### src/rtl/jump_base_responder.sv
// Register-file-side responder for register-based jumps: waits until the base register is not busy, then returns its value.
// Optional macro JB_WB_BYPASS_EN takes the base straight from a matching writeback while the register is still busy.
module jump_base_responder #(
  parameter  int unsigned DATA_W     = 16,
  parameter  int unsigned NUM_REGS   = 16,
  parameter  int unsigned WAIT_CNT_W = 8,
  localparam int unsigned IDX_W      = $clog2(NUM_REGS)
) (
  input  logic                  clk,
  input  logic                  rst,
  input  logic                  has_mispredict,
  input  logic                  jmp_req_valid,
  input  logic [IDX_W-1:0]      jmp_req_rs,
  output logic                  jmp_req_ready,
  output logic [IDX_W-1:0]      rf_rd_addr,
  input  logic [DATA_W-1:0]     rf_rd_data,
  input  logic [NUM_REGS-1:0]   reg_busy,
  input  logic                  wb_valid,
  input  logic [IDX_W-1:0]      wb_addr,
  input  logic [DATA_W-1:0]     wb_data,
  output logic [DATA_W-1:0]     jump_base_from_rf_0,
  output logic                  jump_base_rdy_from_rf_0,
  output logic [WAIT_CNT_W-1:0] last_wait_cycles
);

  typedef enum logic [1:0] {
    ST_IDLE,
    ST_WAIT,
    ST_RESP
  } state_e;

  state_e                state_q, state_d;
  logic [IDX_W-1:0]      rs_q, rs_d;
  logic [DATA_W-1:0]     base_q, base_d;
  logic [WAIT_CNT_W-1:0] wait_cnt_q, wait_cnt_d;
  logic [WAIT_CNT_W-1:0] last_wait_q, last_wait_d;

  logic busy_hit;
  logic bypass_hit;

  // Register 0 is hard-wired to zero and therefore never busy.
  assign busy_hit = reg_busy[rs_q] && (rs_q != '0);

`ifdef JB_WB_BYPASS_EN
  assign bypass_hit = busy_hit && wb_valid && (wb_addr == rs_q);
`else
  logic unused_wb;
  assign unused_wb  = ^{wb_valid, wb_addr, wb_data};
  assign bypass_hit = 1'b0;
`endif

  always_comb begin
    state_d     = state_q;
    rs_d        = rs_q;
    base_d      = base_q;
    wait_cnt_d  = wait_cnt_q;
    last_wait_d = last_wait_q;

    case (state_q)
      ST_IDLE: begin
        if (jmp_req_valid) begin
          rs_d       = jmp_req_rs;
          wait_cnt_d = '0;
          state_d    = ST_WAIT;
        end
      end
      ST_WAIT: begin
        if (bypass_hit) begin
          base_d  = wb_data;
          state_d = ST_RESP;
        end else if (!busy_hit) begin
          base_d  = (rs_q == '0) ? '0 : rf_rd_data;
          state_d = ST_RESP;
        end else if (wait_cnt_q != '1) begin
          wait_cnt_d = wait_cnt_q + WAIT_CNT_W'(1);
        end
      end
      ST_RESP: begin
        last_wait_d = wait_cnt_q;
        state_d     = ST_IDLE;
      end
      default: state_d = ST_IDLE;
    endcase

    // Flush wins over everything: drop any pending or newly presented request.
    if (has_mispredict) begin
      state_d     = ST_IDLE;
      rs_d        = rs_q;
      base_d      = base_q;
      wait_cnt_d  = '0;
      last_wait_d = last_wait_q;
    end
  end

  always_ff @(posedge clk) begin
    if (rst) begin
      state_q     <= ST_IDLE;
      rs_q        <= '0;
      base_q      <= '0;
      wait_cnt_q  <= '0;
      last_wait_q <= '0;
    end else begin
      state_q     <= state_d;
      rs_q        <= rs_d;
      base_q      <= base_d;
      wait_cnt_q  <= wait_cnt_d;
      last_wait_q <= last_wait_d;
    end
  end

  assign jmp_req_ready           = (state_q == ST_IDLE);
  assign jump_base_rdy_from_rf_0 = (state_q == ST_RESP) && !has_mispredict;
  assign jump_base_from_rf_0     = base_q;
  assign rf_rd_addr              = rs_q;
  assign last_wait_cycles        = last_wait_q;

endmodule

### config.mk
export PLATFORM = sky130hd
export DESIGN_NAME = jump_base_responder
export DESIGN_NICKNAME = d
export VERILOG_FILES = /design/src/rtl/jump_base_responder.sv
export SDC_FILE = /design/constraint.sdc
export NUM_CORES = 1
export LEC_CHECK = 0
export ABC_CLOCK_PERIOD_IN_PS = 2350
export CAP_MARGIN = 25
export CELL_PAD_IN_SITES_DETAIL_PLACEMENT = 0
export CELL_PAD_IN_SITES_GLOBAL_PLACEMENT = 1
export CORE_ASPECT_RATIO = 1.1
export CORE_UTILIZATION = 29
export CTS_BUF_LIST = sky130_fd_sc_hd__clkbuf_8 sky130_fd_sc_hd__clkbuf_16
export DETAILED_ROUTE_END_ITERATION = 10
export PLACE_DENSITY_LB_ADDON = 0.1
export SLEW_MARGIN = 20
export SYNTH_ARGS = -nofsm -noshare
export SYNTH_HDL_FRONTEND = slang
export SYNTH_SLANG_ARGS = --single-unit
### constraint.sdc
create_clock -name clk -period 2.35 [get_ports clk]
set_input_delay 0.5875 -clock clk [delete_from_list [all_inputs] [get_ports clk]]
set_output_delay 0.5875 -clock clk [all_outputs]
set_load 0.005 [all_outputs]
==> results.py <==
metrics = {
    "logic_synthesis": {
        "synthTopCellsByArea": "dfxtp_1, mux2i_1, nand2b_1",
        "ys_warn_count": 0,
        "synth_edf_count": 0,
        "yosysTopAreaCellShare_pct": 39.9,
        "yosysUniqueCellTypes": 44,
        "synthCells": 215,
        "synth_seq_area_share_pct": 39.9,
        "mappedNetlistNets": 277,
        "ys.flop_type": "dfxtp_1",
        "yosys.area.top_type": "dfxtp_1",
        "async_reset_ff_share_pct": 0,
        "synth.cell_area_mm2": 0.00191,
        "synth.avg_cell_area_um2": 8.86,
        "ys_seq_elements": 38,
    },
    "pwr": {
        "p_leak_uw": 0.00110,
        "power_per_cell_area_mw_per_mm2": 492,
        "seq_power_share_pct": 47.1,
        "pwr-share-comb_pct": 14.5,
        "peakVddDrop_mv": 0.335,
        "p_int_uw": 1080,
        "clkPwrFrac_pct": 38.4,
        "power.switching_uw": 323,
        "switching_share_pct": 23.0,
    },
    "outcome": {
        "status": "finished clean",
    },
    "route": {
        "routed_wl_um": 4810,
        "ant_nets": 0,
        "drc": 0,
        "detail_route.wl_per_cell_um": 12.8,
        "dr_total_vias": 1764,
        "drt_iter0_markers": 100,
        "drt-pass1-iter-count": 4,
        "routed_via_density": 4.70,
    },
    "layout": {
        "drive_above_1_share_pct": 9.15,
        "syn_to_final_growth_pct": 50.0,
        "nNetsFinal": 356,
        "final_util_pct": 45.6,
        "finalNonFillerCells": 375,
        "diodes": 0,
        "design_area_mm2": 0.00286,
    },
    "flow_run": {
        "maxCapViolCount": 0,
    },
    "critical_path": {
        "required_ns": 2.57,
        "crit_path_start_kind": "input pin",
        "worstPathArrival_ns": 2.47,
        "crit_chain": "clkdlybuf4s50_1, and3b_1, o21a_1, or3_1, o21ai_2, buf_12, mux2i_1",
        "critPathBufInv": 2,
        "path_delay_family": "buffers and inverters",
        "critPathMaxFanout": 17,
        "slowest_delay_ns": 0.47,
        "critPathKind": "input pin to flip-flop",
        "cp-end-kind": "flip-flop",
        "slowest_stage": "clkdlybuf4s50_1",
    },
    "sta": {
        "worstMarginPinSlew_ns": 0.463,
        "period_share_pct": 95.5,
        "skew_ns": 0.0127,
        "setup-tns-final_ns": 0,
        "grt_setup_unrepaired": "no",
        "finalHoldViolCount": 0,
        "drv_slew": 0,
        "setup_viol": 0,
        "max_freq_ghz": 0.446,
        "postLayoutSetupSlackWorst_ns": 0.106,
        "min_period_ns": 2.24,
        "slew_headroom_pct": 68.7,
    },
    "global_route": {
        "grt_pass1_vias": 1719,
        "use_met2_pct": 24.0,
        "antenna_found_initial": 0,
        "grt_pass1_wl_um": 7790,
        "grtUsageMet3_pct": 4.08,
        "grt.total_usage_pct": 14.3,
        "grt_max_degree": 33,
        "overflow": 0,
        "met1_usage_pct": 17.4,
        "busiest_layer": "met2",
    },
    "floorplan": {
        "fp-row-count": 30,
        "io_pins": 91,
        "start_util_pct": 30.4,
        "dieArea_mm2": 0.00690,
        "die_h_um": 87.0,
        "coreArea_mm2": 0.00627,
        "fp.dieW_um": 79.3,
    },
    "clock_network": {
        "cts_setup_buffers": 0,
        "worstSkewPairLatency_ns": 0.29,
        "ctsHoldBuffers": 0,
        "cts.htree.levels": 2,
        "cts_tree": "yes",
        "cts_made_buffers": 5,
        "clockBufferDepth": 2,
        "cts_root_buf": "clkbuf_8",
        "path_clk_slew_ns": 0.07,
        "clock_sinks": 38,
    },
    "placement": {
        "dp_cells": 367,
        "place_congestion": 0.717,
        "dpl_cell_area_mm2": 0.00275,
        "place_hpwl_um": 3480,
        "port_buffers": 69,
        "place_ws_ns": -0.195,
    },
    "hold_path": {
        "hp-class": "flip-flop to flip-flop",
    },
}
## power groups by stage
stage	Clock (uW)	Combinational, uW	Sequential [uW]
floorplan	0	96.2	672
global placement	0	208	677
detailed placement	0	207	677
CTS	564	208	662
global route	582	225	664
finish	539	204	662
## worst register-to-register path, delay by kind of cell (launching register included)
family	cells	cell delay [ns]
flops	1	0.49
simple gates	1	0.35
mux	2	0.49
compound gates	2	0.38
buf+inv	1	0.17
## through the flow
step                total power (uW)  hold slack, ns
finish                          1410           0.474
global route                    1470           0.502
CTS                             1430           0.481
detailed placement               884           0.467
global placement                 885           0.461
floorplan                        768           0.468
## final cells by class
class | count | area (um^2)
clock inverter | 3 | 37.5
fill | 632 | 3410
tap | 80 | 100
timing repair buffer | 83 | 807
multi-input combinational | 163 | 1070
sequential | 38 | 761
inverter | 3 | 11.3
clock buffer | 5 | 68.8
## synthesized netlist by cell type, types with 3 or more instances
cell	instances
mux2i_1	30
clkbuf_1	5
inv_1	3
a21oi_1	8
nand2_1	29
nor2_1	17
o21ai_0	10
a31oi_1	4
nor3_1	5
dfxtp_1	38
nand3_1	8
and3_1	3
nand2b_1	19
o21a_1	4
## cells in the final DEF (no fill, tap or decap), drive strengths merged, types with 8 or more instances in the layout
cell and instances:
clkdlybuf4s50 68, dfxtp 38, mux2i 30, nand2 29
nand2b 19, nor2 17, buf 14, o21ai 12
a21oi 8, nand3 8
## final timing paths
path / start / end / slack [ns] / cells past startpoint
worst min register to register: jump_base_from_rf_0[13]$_SDFFE_PP0P_ / jump_base_from_rf_0[13]$_SDFFE_PP0P_ / 0.47 / 2
worst max-delay path: reg_busy[9] / jump_base_from_rf_0[0]$_SDFFE_PP0P_ / 0.11 / 7
worst min-delay path: jump_base_from_rf_0[13]$_SDFFE_PP0P_ / jump_base_from_rf_0[13]$_SDFFE_PP0P_ / 0.47 / 2
worst max register to register: rf_rd_addr[0]$_SDFFE_PP0P_ / jump_base_from_rf_0[15]$_SDFFE_PP0P_ / 0.36 / 6
## registers in the layout (all words and copies together) (netlist names)
| signal | count |
|---|---|
| rf_rd_addr | 4 |
| last_wait_cycles | 8 |
| state_q | 2 |
| jump_base_from_rf_0 | 16 |
| wait_cnt_q | 8 |
## what timing repair did
| action | 4_1_cts | 5_1_grt |
|---|---|---|
| gates resized for setup | 2 | 0 |
| setup endpoints to repair | 1 | 0 |
| hold endpoints to repair | 0 | 0 |
## cell families after synthesis
kind of cell / share of synthesized area [%]
compound gates: 13.1
fa+ha+maj: 0.656
flops: 39.9
xor+xnor: 0.460
simple gates: 24.2
mux: 17.5
buf+inv: 4.07
## routing by layer
metal,vias up,share of wire (%)
met5,-,0
met4,0,1.3
met3,6,5.8
met2,50,47
met1,798,46
li1,910,-
Note: power is estimated with default switching activity, not from simulation.
